[src/rtl/mul_seq.sv]
// mul_seq: sequential radix-2 shift-add multiplier with DONE pulse and NZ flags.
// Long/signed products (and the FIX negation state) exist only when MUL_SEQ_LONG_MUL_EN is defined.
module mul_seq #(
  parameter int W = 32
) (
  input  logic         clk,
  input  logic         reset,
  input  logic         Start,
  input  logic         Flush,
  input  logic         Long,
  input  logic         Signed,
  input  logic [W-1:0] SrcA,
  input  logic [W-1:0] SrcB,
  output logic         Busy,
  output logic         Stall,
  output logic         Done,
  output logic [W-1:0] ResultLo,
  output logic [W-1:0] ResultHi,
  output logic [1:0]   NZ
);
  localparam int CW = $clog2(W) + 1;
  typedef enum logic [1:0] {IDLE, CALC, FIX, DONE} state_t;
  state_t state_q, state_d;
  logic accept, sgn, long_q, neg_q;
  logic [W-1:0] a_in;
`ifdef MUL_SEQ_LONG_MUL_EN
  localparam int AW = 2 * W;
  logic long_d, neg_d;
  assign sgn = Long & Signed;
  assign long_d = accept ? Long : long_q;
  assign neg_d = accept ? sgn & (SrcA[W-1] ^ SrcB[W-1]) : neg_q;
  always_ff @(posedge clk or posedge reset) begin
    if (reset) begin
      long_q <= 1'b0;
      neg_q <= 1'b0;
    end else begin
      long_q <= long_d;
      neg_q <= neg_d;
    end
  end
`else
  localparam int AW = W;
  logic unused_cfg;
  assign {sgn, long_q, neg_q} = '0;
  assign unused_cfg = Long ^ Signed;
`endif
  logic [CW-1:0] cnt_q, cnt_d;
  logic [AW-1:0] acc_q, acc_d, mcand_q, mcand_d;
  logic [W-1:0] mplier_q, mplier_d, lo_q, lo_d, hi_q, hi_d;
  logic [1:0] nz_q, nz_d;
  logic [2*W-1:0] prod;
  logic to_done;
  assign accept = (state_q == IDLE) & Start & ~Flush;
  // signed long operands are held as magnitudes; the sign is reapplied in FIX
  assign a_in = (sgn & SrcA[W-1]) ? -SrcA : SrcA;
  always_comb begin
    state_d = state_q;
    cnt_d = cnt_q;
    acc_d = acc_q;
    mcand_d = mcand_q;
    mplier_d = mplier_q;
    case (state_q)
      IDLE: if (Start) begin
        state_d = CALC;
        cnt_d = CW'(W);
        acc_d = '0;
        mcand_d = AW'(a_in);
        mplier_d = (sgn & SrcB[W-1]) ? -SrcB : SrcB;
      end
      CALC: begin
        acc_d = acc_q + (mplier_q[0] ? mcand_q : '0);
        mcand_d = mcand_q << 1;
        mplier_d = mplier_q >> 1;
        cnt_d = cnt_q - CW'(1);
        state_d = (cnt_q == CW'(1)) ? (neg_q ? FIX : DONE) : CALC;
      end
      FIX: begin
        acc_d = -acc_q;
        state_d = DONE;
      end
      default: state_d = IDLE;
    endcase
    if (Flush) state_d = IDLE;
  end
  assign prod = (2*W)'(acc_d);
  assign to_done = (state_d == DONE);
  assign lo_d = to_done ? prod[W-1:0] : lo_q;
  assign hi_d = to_done ? (long_q ? prod[2*W-1:W] : '0) : hi_q;
  assign nz_d = to_done ? {long_q ? prod[2*W-1] : prod[W-1], long_q ? prod == '0 : prod[W-1:0] == '0} : nz_q;
  always_ff @(posedge clk or posedge reset) begin
    if (reset) begin
      state_q <= IDLE;
      cnt_q <= '0;
      acc_q <= '0;
      mcand_q <= '0;
      mplier_q <= '0;
      lo_q <= '0;
      hi_q <= '0;
      nz_q <= '0;
    end else begin
      state_q <= state_d;
      cnt_q <= cnt_d;
      acc_q <= acc_d;
      mcand_q <= mcand_d;
      mplier_q <= mplier_d;
      lo_q <= lo_d;
      hi_q <= hi_d;
      nz_q <= nz_d;
    end
  end
  assign Busy = (state_q != IDLE);
  assign Stall = (state_q == CALC) | (state_q == FIX);
  assign Done = (state_q == DONE);
  assign ResultLo = lo_q;
  assign ResultHi = hi_q;
  assign NZ = nz_q;
endmodule

[config.mk]
export PLATFORM = sky130hd
export DESIGN_NAME = mul_seq
export DESIGN_NICKNAME = d
export VERILOG_FILES = /design/src/rtl/mul_seq.sv
export SDC_FILE = /design/constraint.sdc
export NUM_CORES = 1
export LEC_CHECK = 0
export BUFFER_PORTS_ARGS = -buffer_cell sky130_fd_sc_hd__buf_4
export CORE_UTILIZATION = 52
export CTS_CLUSTER_SIZE = 20
export DETAILED_ROUTE_END_ITERATION = 8
export PLACE_DENSITY = 0.86
export SKIP_CTS_REPAIR_TIMING = 1
export SLEW_MARGIN = 40
export SYNTH_ARGS = -nofsm -noshare
export SYNTH_HDL_FRONTEND = slang
export SYNTH_SLANG_ARGS = --single-unit
[constraint.sdc]
create_clock -name clk -period 4.02 [get_ports clk]
set_input_delay 0.201 -clock clk [delete_from_list [all_inputs] [get_ports clk]]
set_output_delay 0.201 -clock clk [all_outputs]
set_load 0.02 [all_outputs]
Word-level counts from Yosys, hierarchy flattened
Index checks and enable logic that the tools add are counted.
Cells by class
  add/sub/neg operators: 3
  equality and inequality tests: 6
  multiplexer cells: 13
  bitwise operators: 1
  reduce and logical (&&, ||, !) cells: 5
Operators by type and width (count)
  two-way mux 32 bit: 4
  one-hot mux 32 bit (2 select lines): 2
  one-hot mux 32 bit (3 select lines): 1
  adder 32 bit: 1
  logical NOT 32 bit: 1
  negation 32 bit: 1
  one-hot mux 6 bit (2 select lines): 1
  equality test 2 bit, second input constant: 3
  equality test 6 x 1 -> 1 bit, second input constant: 1
  two-way mux 2 bit: 3
  two-way mux 6 bit: 1
  one-hot mux 2 bit (3 select lines): 1
  subtractor 6 x 1 -> 6 bit, second input constant: 1
  nonzero test 2 bit: 2
  equality test 2 x 1 -> 1 bit, second input constant: 1
  logical NOT 2 bit: 1
  != test 2 bit, second input constant: 1
  AND reduction 2 bit: 1
  OR 1 bit: 1
Word-level totals
  register bits: 138
  input port bits: 70
  output and inout bits: 69
  word-level logic and storage cells: 35

Longest topological paths before layout
Gate-level depths: netlist of the first run.
  depth in word-level cells: 5
  mapped depth: 14
  gate-level depth less buffers: 14

Worst setup path before layout of the first run
Ideal clock, no wire load.
  kind: flip-flop to flip-flop
  start: register mplier_q[0]
  end: register nz_q[1] (netlist: NZ[1])
  library setup time: 0.125 ns
  data arrival time: 3.012 ns
  data required time: 3.895 ns
  setup slack: 0.884 ns
  cell stages (with the launch flop): 13
  buffers on the path: 1
  period minus slack after synthesis: 3.136 ns
  cells stage by stage: dfrtp_1 clkbuf_1 and2_1 ha_1 a21o_1 a21oi_2 a21oi_2 o311ai_2 nand2_1 a2111oi_0 mux2i_1 or2_1 mux2_2
Between the ends
  word-level cells in the longest chain between the ends: 3
Ends and longest elaborated chain
  start, declared: RTL line 49  | logic [W-1:0] mplier_q, mplier_d, lo_q, lo_d, hi_q, hi_d;
  start signal, assigned: RTL line 105  | mplier_q <= mplier_d;
  two-way mux 32 bit: RTL line 71  | acc_d = acc_q + (mplier_q[0] ? mcand_q : '0);
  adder 32 bit: RTL line 71
  one-hot mux 32 bit (3 select lines): RTL line 62  | case (state_q)
  via acc_d[31]: RTL line 48  | logic [AW-1:0] acc_q, acc_d, mcand_q, mcand_d;
  end signal, assigned: RTL line 108  | nz_q <= nz_d;
  end, declared: RTL line 50  | logic [1:0] nz_q, nz_d;
The timed path passes the listed nets, and every way through them passes these cells.
A chain may end at the register's enable or synchronous reset.

Worst setup path in the final report of the first run
Ends and elaborated chain as after synthesis.

==> run_results.csv, run 1 <==
group,metric,value,unit
global_routing,grt_pass1_wl,39430,um
power_and_ir_drop,p_leak,5.083,nW
timing,setup_violations,0,
yosys,synthCells,1093,
clock_network,clk_path_buf_depth,2,
yosys,ys_top_cells_by_count,"dfrtp_1 (137), nor2_1 (131), nand2_1 (130)",
timing,fmax,0.2676,GHz
global_routing,grt_max_degree,112,
setup_path,crit_buf_inv,2,
yosys,synth-seq-cells,137,
cells_and_area,syn_to_final_growth,16.72,%
setup_path,path_class,"register to register",
routing,vias_per_cell,5.952,
routing,drt_iter0_drc,949,
clock_network,cts_made_buffers,17,
timing,slew_violations,0,
setup_path,endpoint_kind,"register",
timing,tightestPinTransition,0.7800,ns
timing,holdWs,0.02718,ns
floorplan,initial_core_util,0.5352,
global_routing,grt_antenna_before_repair,0,
cells_and_area,drive_gt1_frac,0.1537,
place,port_buffers,104,
place,gp_congestion,0.9434,
yosys,synth_edf_count,0,
clock_network,htree_levels,4,
yosys,yosysTopAreaCellShare,0.3691,
yosys,synth_top_family_by_area,"simple AND/OR/NAND/NOR gates",
setup_path,cpMaxStageDelayCell,"dfrtp_1",
clock_network,cts_tree,"built",
floorplan,fp.dieH,135.7,um
timing,clock_skew,0.01054,ns
setup_path,reg2reg_slack,0.28,ns
floorplan,ios,139,
yosys,synth_most_common_cell,"dfrtp_1",
yosys,yosys.area.top_type,"dfrtp_1",
routing,num_vias,8464,
setup_path,cp.required,4.32,ns
setup_path,cp_common_cell,"buf_4",
setup_path,critPathTopFamily,"compound AO/OA/AOI/OAI gates",
yosys,synthAdderAreaFrac,0.05334,
yosys,synthXorXnorAreaFrac,0.01226,
yosys,synth_ff_type,"dfrtp_1",
yosys,yosys_warnings,0,
setup_path,critPathMaxFanout,21,
floorplan,coreArea,17360,sq um
global_routing,grt_usage,0.2756,
place,hpwl,18190,um
flow_run,cap_violations,0,
routing,wl,24850,um
routing,ant_nets,0,
timing,maxSlewHeadroom,0.4800,
power_and_ir_drop,powerDensity,684.8,nW/um^2
floorplan,dieArea,18400,sq um
yosys,seq_area_frac_synth,0.3691,
global_routing,grt_overflow,0,
clock_network,worstSkewPairLatency,0.42,ns
clock_network,cts.sinks,137,
yosys,synth_compound_area_frac,0.1893,
timing,rsz0062_at_grt,"false",
routing,wire_per_inst,17.48,um
cells_and_area,multi_input_area,5399,sq um
timing,finalCritPeriodShare,0.9295,
yosys,synthSimpleGateAreaFrac,0.2295,
yosys,synth_cell_type_count,84,
routing,dr.pass1.iters,5,
clock_network,path_clk_slew,0.06,ns
timing,fin_tns_setup,0,ns
setup_path,cpPeakStageDelay,0.48,ns
yosys,synth_async_sr_flop_share,1.000,
yosys,syn_area,9289,sq um
cells_and_area,regArea,3428,sq um
timing,hold_viol_final,0,
run_status,status,"completed",
setup_path,start_kind,"register",
setup_path,path_cells,"buf_4 -> and2_1 -> ha_1 -> a21oi_1 -> o211ai_1 -> a211oi_1 -> o21a_1 -> o21ai_0 -> a2111oi_0 -> buf_4 -> mux2i_1 -> or2_1 -> mux2_2",
cells_and_area,layout.nets,1293,
power_and_ir_drop,irDropWorstVdd,0.4080,mV
routing,drcViolationCount,0,
yosys,synthMuxAreaShare,0.08109,
min_path,holdCritPathClass,"input port to register",
global_routing,grt_pass1_vias,7810,
floorplan,std_cell_rows,48,
clock_network,root_buffer,"clkbuf_16",
yosys,syn_area_per_cell,8.499,sq um
floorplan,fp.dieW,135.7,um
cells_and_area,nFillCells,1460,
setup_path,arrival,4.04,ns
timing,period_minus_slack,3.736,ns
yosys,synthTopCellsByArea,"dfrtp_1 (37%), mux2i_1 (7.9%), nor2_1 (5.3%)",
cells_and_area,diodes,0,
-- layer usage --
layer | wire length, um | GRT usage
met5 | 0 | 0
met4 | 556 | 0.09114
met3 | 2305 | 0.05948
met2 | 11050 | 0.4201
met1 | 10940 | 0.3865
-- power by group --
part / total, mW / internal, mW / switching, mW
Sequential: 2.40 / 1.87 / 0.531
Clock: 1.58 / 0.966 / 0.618
Combinational: 3.44 / 1.33 / 2.12
Total: 7.42 / 4.16 / 3.27
-- final cells by class --
| class | count | area share |
|---|---|---|
| Sequential cell | 137 | 0.3162 |
| Multi-Input combinational cell | 864 | 0.4980 |
| Clock buffer | 23 | 0.04409 |
| Tap cell | 225 | 0.02597 |
| Inverter | 30 | 0.01154 |
| Clock inverter | 9 | 0.01039 |
| Timing Repair Buffer | 134 | 0.09383 |
-- registers in the layout, summed over array words and instances (netlist names) --
signal,count
acc_q,32
mcand_q,32
state_q,2
NZ,2
mplier_q,32
cnt_q,6
ResultLo,31
-- layout by cell type (no fill, tap or decap), types with 6 or more instances in the layout --
| cell type | Yosys | routed |
|---|---|---|
| dfrtp_1 | 137 | 137 |
| nand2_1 | 130 | 130 |
| nor2_1 | 131 | 130 |
| buf_4 | 33 | 130 |
| o21ai_0 | 96 | 95 |
| mux2i_1 | 73 | 73 |
| a21oi_1 | 47 | 47 |
| ha_1 | 38 | 37 |
| and2_1 | 32 | 32 |
| conb_1 | 1 | 32 |
| inv_1 | 29 | 28 |
| nor3_1 | 25 | 25 |
| nand4_1 | 18 | 18 |
| clkbuf_16 | 0 | 17 |
| nor4_1 | 12 | 12 |
| nand3_1 | 12 | 12 |
| o21ai_1 | 11 | 11 |
| and3_1 | 11 | 11 |
| o211ai_1 | 11 | 11 |
| a21o_1 | 10 | 10 |
| a211oi_1 | 10 | 10 |
| nand2b_1 | 9 | 9 |
| nor2b_1 | 8 | 8 |
| xnor2_1 | 8 | 8 |
| o21a_1 | 8 | 8 |
| or3_1 | 7 | 7 |
| a211o_1 | 7 | 7 |
| o31ai_1 | 7 | 7 |
| and4_1 | 6 | 6 |
| a31oi_1 | 6 | 6 |
-- through the flow --
step	std cells	setup slack (ns)	instance area, sq um	utilization	total power [mW]
global route	1422	0.1164	10840	0.6246	7.871
floorplan	1124	0.1512	9405	-	4.724
CTS	1419	0.3570	10810	0.6226	7.364
detailed placement	1387	0.3973	10220	0.5886	5.753
global placement	1387	0.4491	10210	0.5882	5.644
finish	1422	0.2835	10840	0.6246	7.424
-- worst register-to-register path, cell delays in order, from the launching register on --
cell and delay (ns):
dfrtp_1 0.48, buf_4 0.24, and2_1 0.18, ha_1 0.39, a21oi_1 0.23, o211ai_1 0.23, a211oi_1 0.33, o21a_1 0.20
o21ai_0 0.07, a2111oi_0 0.44, buf_4 0.21, mux2i_1 0.10, or2_1 0.26, mux2_2 0.28
-- worst paths after layout --
kind                                               from                        to  cells past startpoint
worst max-delay path            mplier_q[0]$_DFFE_PP0P_         NZ[1]$_DFFE_PP0N_                     13
worst min-delay path                            SrcA[0]    mcand_q[0]$_DFFE_PP0P_                      2
worst max register to register  mplier_q[0]$_DFFE_PP0P_         NZ[1]$_DFFE_PP0N_                     13
worst min register to register        NZ[0]$_DFFE_PP0N_         NZ[0]$_DFFE_PP0N_                      2
max in group asynchronous                         reset  ResultLo[18]$_DFFE_PP0N_                      4
min in group asynchronous                         reset  mplier_q[21]$_DFFE_PP0P_                      3
-- logic make-up after synthesis --
logic type / count (synthesis)
XOR/XNOR: 13
AO/OA/AOI/OAI: 272
flip-flops: 137
AND/OR/NAND/NOR: 433
other: 1
multiplexers: 75
buffers and inverters: 123
adder cells (fa/ha/maj): 39
(Power assumes the default switching activity.)
==> run 2: changes to the inputs <==
--- a/config.mk
+++ b/config.mk
@@ -6,7 +6,9 @@
 export NUM_CORES = 1
 export LEC_CHECK = 0
 export BUFFER_PORTS_ARGS = -buffer_cell sky130_fd_sc_hd__buf_4
-export CORE_UTILIZATION = 52
+export CELL_PAD_IN_SITES_DETAIL_PLACEMENT = 1
+export CELL_PAD_IN_SITES_GLOBAL_PLACEMENT = 1
+export CORE_UTILIZATION = 39
 export CTS_CLUSTER_SIZE = 20
 export DETAILED_ROUTE_END_ITERATION = 8
 export PLACE_DENSITY = 0.86
==> run_results.csv, run 2 (synthesis results as in run 1) <==
group,metric,value,unit
run_status,status,"completed",
timing,finalCritPeriodShare,0.9033,
power_and_ir_drop,powerDensity,687.8,nW/um^2
timing,fin_tns_setup,0,ns
timing,holdWs,0.06491,ns
power_and_ir_drop,irDropWorstVdd,0.3212,mV
clock_network,htree_levels,4,
timing,worst_slack,0.3889,ns
floorplan,fp.dieW,156.3,um
setup_path,reg2reg_depth,13,
clock_network,worstSkewPairLatency,0.44,ns
cells_and_area,drive_gt1_frac,0.1611,
global_routing,grt_max_degree,102,
setup_path,critPathMaxFanout,19,
setup_path,cp_common_cell,"buf_4",
setup_path,arrival,3.94,ns
power_and_ir_drop,p_int,4.242,mW
global_routing,grt_overflow,0,
place,hpwl,20480,um
cells_and_area,layout.nets,1300,
setup_path,cpMaxStageDelayCell,"dfrtp_2",
place,gp_congestion,0.9068,
global_routing,grt_pass1_wl,45140,um
cells_and_area,regArea,3430,sq um
place,pre_cts_slack,0.4348,ns
power_and_ir_drop,p_switching,3.362,mW
setup_path,endpoint_kind,"register",
place,port_buffers,104,
routing,drt_iter0_drc,481,
floorplan,initial_core_util,0.3969,
clock_network,cts_tree,"built",
timing,fmax,0.2754,GHz
clock_network,cts_made_buffers,17,
cells_and_area,post-route-util,0.4724,
cells_and_area,reg_top3,"acc_q: 32 flops, mcand_q: 32 flops, mplier_q: 32 flops",
cells_and_area,nFillCells,2828,
min_path,holdCritPathClass,"input port to register",
setup_path,start_kind,"register",
setup_path,cpPeakStageDelay,0.48,ns
timing,setup_violations,0,
routing,wire_per_inst,18.15,um
cells_and_area,syn_to_final_growth,19.02,%
cells_and_area,multi_input_area,5401,sq um
power_and_ir_drop,p_leak,5.147,nW
timing,tightestPinTransition,0.8413,ns
routing,drcViolationCount,0,
floorplan,std_cell_rows,56,
clock_network,cts.sinks,137,
global_routing,grt_usage,0.2348,
setup_path,path_cells,"buf_4 -> and2_1 -> ha_1 -> a21oi_1 -> o211ai_1 -> a211oi_1 -> o21a_1 -> o21ai_0 -> a2111oi_0 -> buf_4 -> mux2i_1 -> or2_1 -> mux2_2",
floorplan,fp.dieH,156.3,um
power_and_ir_drop,combPwrFrac,0.463,
timing,hold_viol_final,0,
routing,dr.pass1.iters,6,
power_and_ir_drop,clockPowerShare,0.220,
clock_network,path_clk_slew,0.06,ns
floorplan,coreArea,23400,sq um
cells_and_area,final_cell_mix,"dfrtp_1 (136), buf_4 (135), nand2_1 (130), nor2_1 (130), o21ai_0 (95)",
clock_network,root_buffer,"clkbuf_16",
min_path,worstHoldPathCells,3,
setup_path,path_class,"register to register",
power_and_ir_drop,p_sw_frac,0.4422,
timing,slew_violations,0,
routing,ant_nets,0,
power_and_ir_drop,p_seq_frac,0.318,
global_routing,grt_antenna_before_repair,0,
timing,maxSlewHeadroom,0.4340,
clock_network,clk_path_buf_depth,2,
global_routing,grt_pass1_vias,8687,
timing,period_minus_slack,3.631,ns
routing,wl,27640,um
routing,vias_per_cell,5.533,
flow_run,cap_violations,0,
floorplan,dieArea,24440,sq um
floorplan,ios,139,
timing,rsz0062_at_grt,"false",
cells_and_area,final_common_cell,"dfrtp_1",
routing,num_vias,8427,
setup_path,cp.required,4.32,ns
cells_and_area,diodes,0,
power_and_ir_drop,p_total,7.604,mW
timing,clock_skew,0.02147,ns
[run 2: cell count changes in the layout (fill, tap and decap cells not counted), moves of 2 or more]
cell / previous run / this run
clkbuf_1: 3 / 1
clkinv_4: 0 / 3
clkinvlp_4: 4 / 1
buf_4: 130 / 135
inv_6: 2 / 4
[run 2: cell type report]
class | count | share of cell area
multi-input combinational | 864 | 0.4886
sequential | 137 | 0.3102
timing repair buffer | 141 | 0.09812
clock buffer | 20 | 0.04131
tap | 319 | 0.03610
clock inverter | 12 | 0.01483
inverter | 30 | 0.01086
[run 2: per-layer routing]
| metal | share of wire | vias up | GRT usage | routed length (um) |
|---|---|---|---|---|
| met2 | 0.45 | 239 | 0.3748 | 12450 |
| met4 | 0.014 | 0 | 0.06396 | 380 |
| met1 | 0.47 | 4103 | 0.3164 | 13020 |
| li1 | - | 4057 | - | - |
| met3 | 0.065 | 28 | 0.05594 | 1793 |
| met5 | 0 | - | 0 | 0 |
[run 2: through the flow]
step / instances / cell area (sq um)
2_1_floorplan: 1124 / 9405
3_3_place_gp: 1487 / 10390
3_5_place_dp: 1487 / 10390
4_1_cts: 1519 / 11010
5_1_grt: 1523 / 11060
6_report: 1523 / 11060
[run 2: final timing paths]
check                                         start                       end  slack (ns)
max                         mplier_q[0]$_DFFE_PP0P_         NZ[1]$_DFFE_PP0N_        0.39
min                                        SrcB[28]  mplier_q[28]$_DFFE_PP0P_        0.06
max reg2reg                 mplier_q[0]$_DFFE_PP0P_         NZ[1]$_DFFE_PP0N_        0.39
min reg2reg                mplier_q[10]$_DFFE_PP0P_  mplier_q[10]$_DFFE_PP0P_        0.48
max in group asynchronous                     reset  ResultLo[16]$_DFFE_PP0N_        2.76
min in group asynchronous                     reset  mplier_q[28]$_DFFE_PP0P_        0.44
[run 2: worst max-delay path, delay by kind of cell, from the launching register on]
kind | cells | cell delay [ns]
adders and majority gates | 1 | 0.38
and+or+nand+nor | 2 | 0.43
buffers and inverters | 2 | 0.42
muxes | 2 | 0.37
AOI/OAI and AO/OA | 6 | 1.44
DFF | 1 | 0.48
[run 2: power groups by stage]
stage	logic, mW	clock network (mW)	registers [mW]
finish	3.52	1.67	2.41
global route	3.87	1.75	2.48
CTS	3.50	1.70	2.40
detailed placement	3.46	0	2.41
global placement	3.32	0	2.38
floorplan	2.37	0	2.36
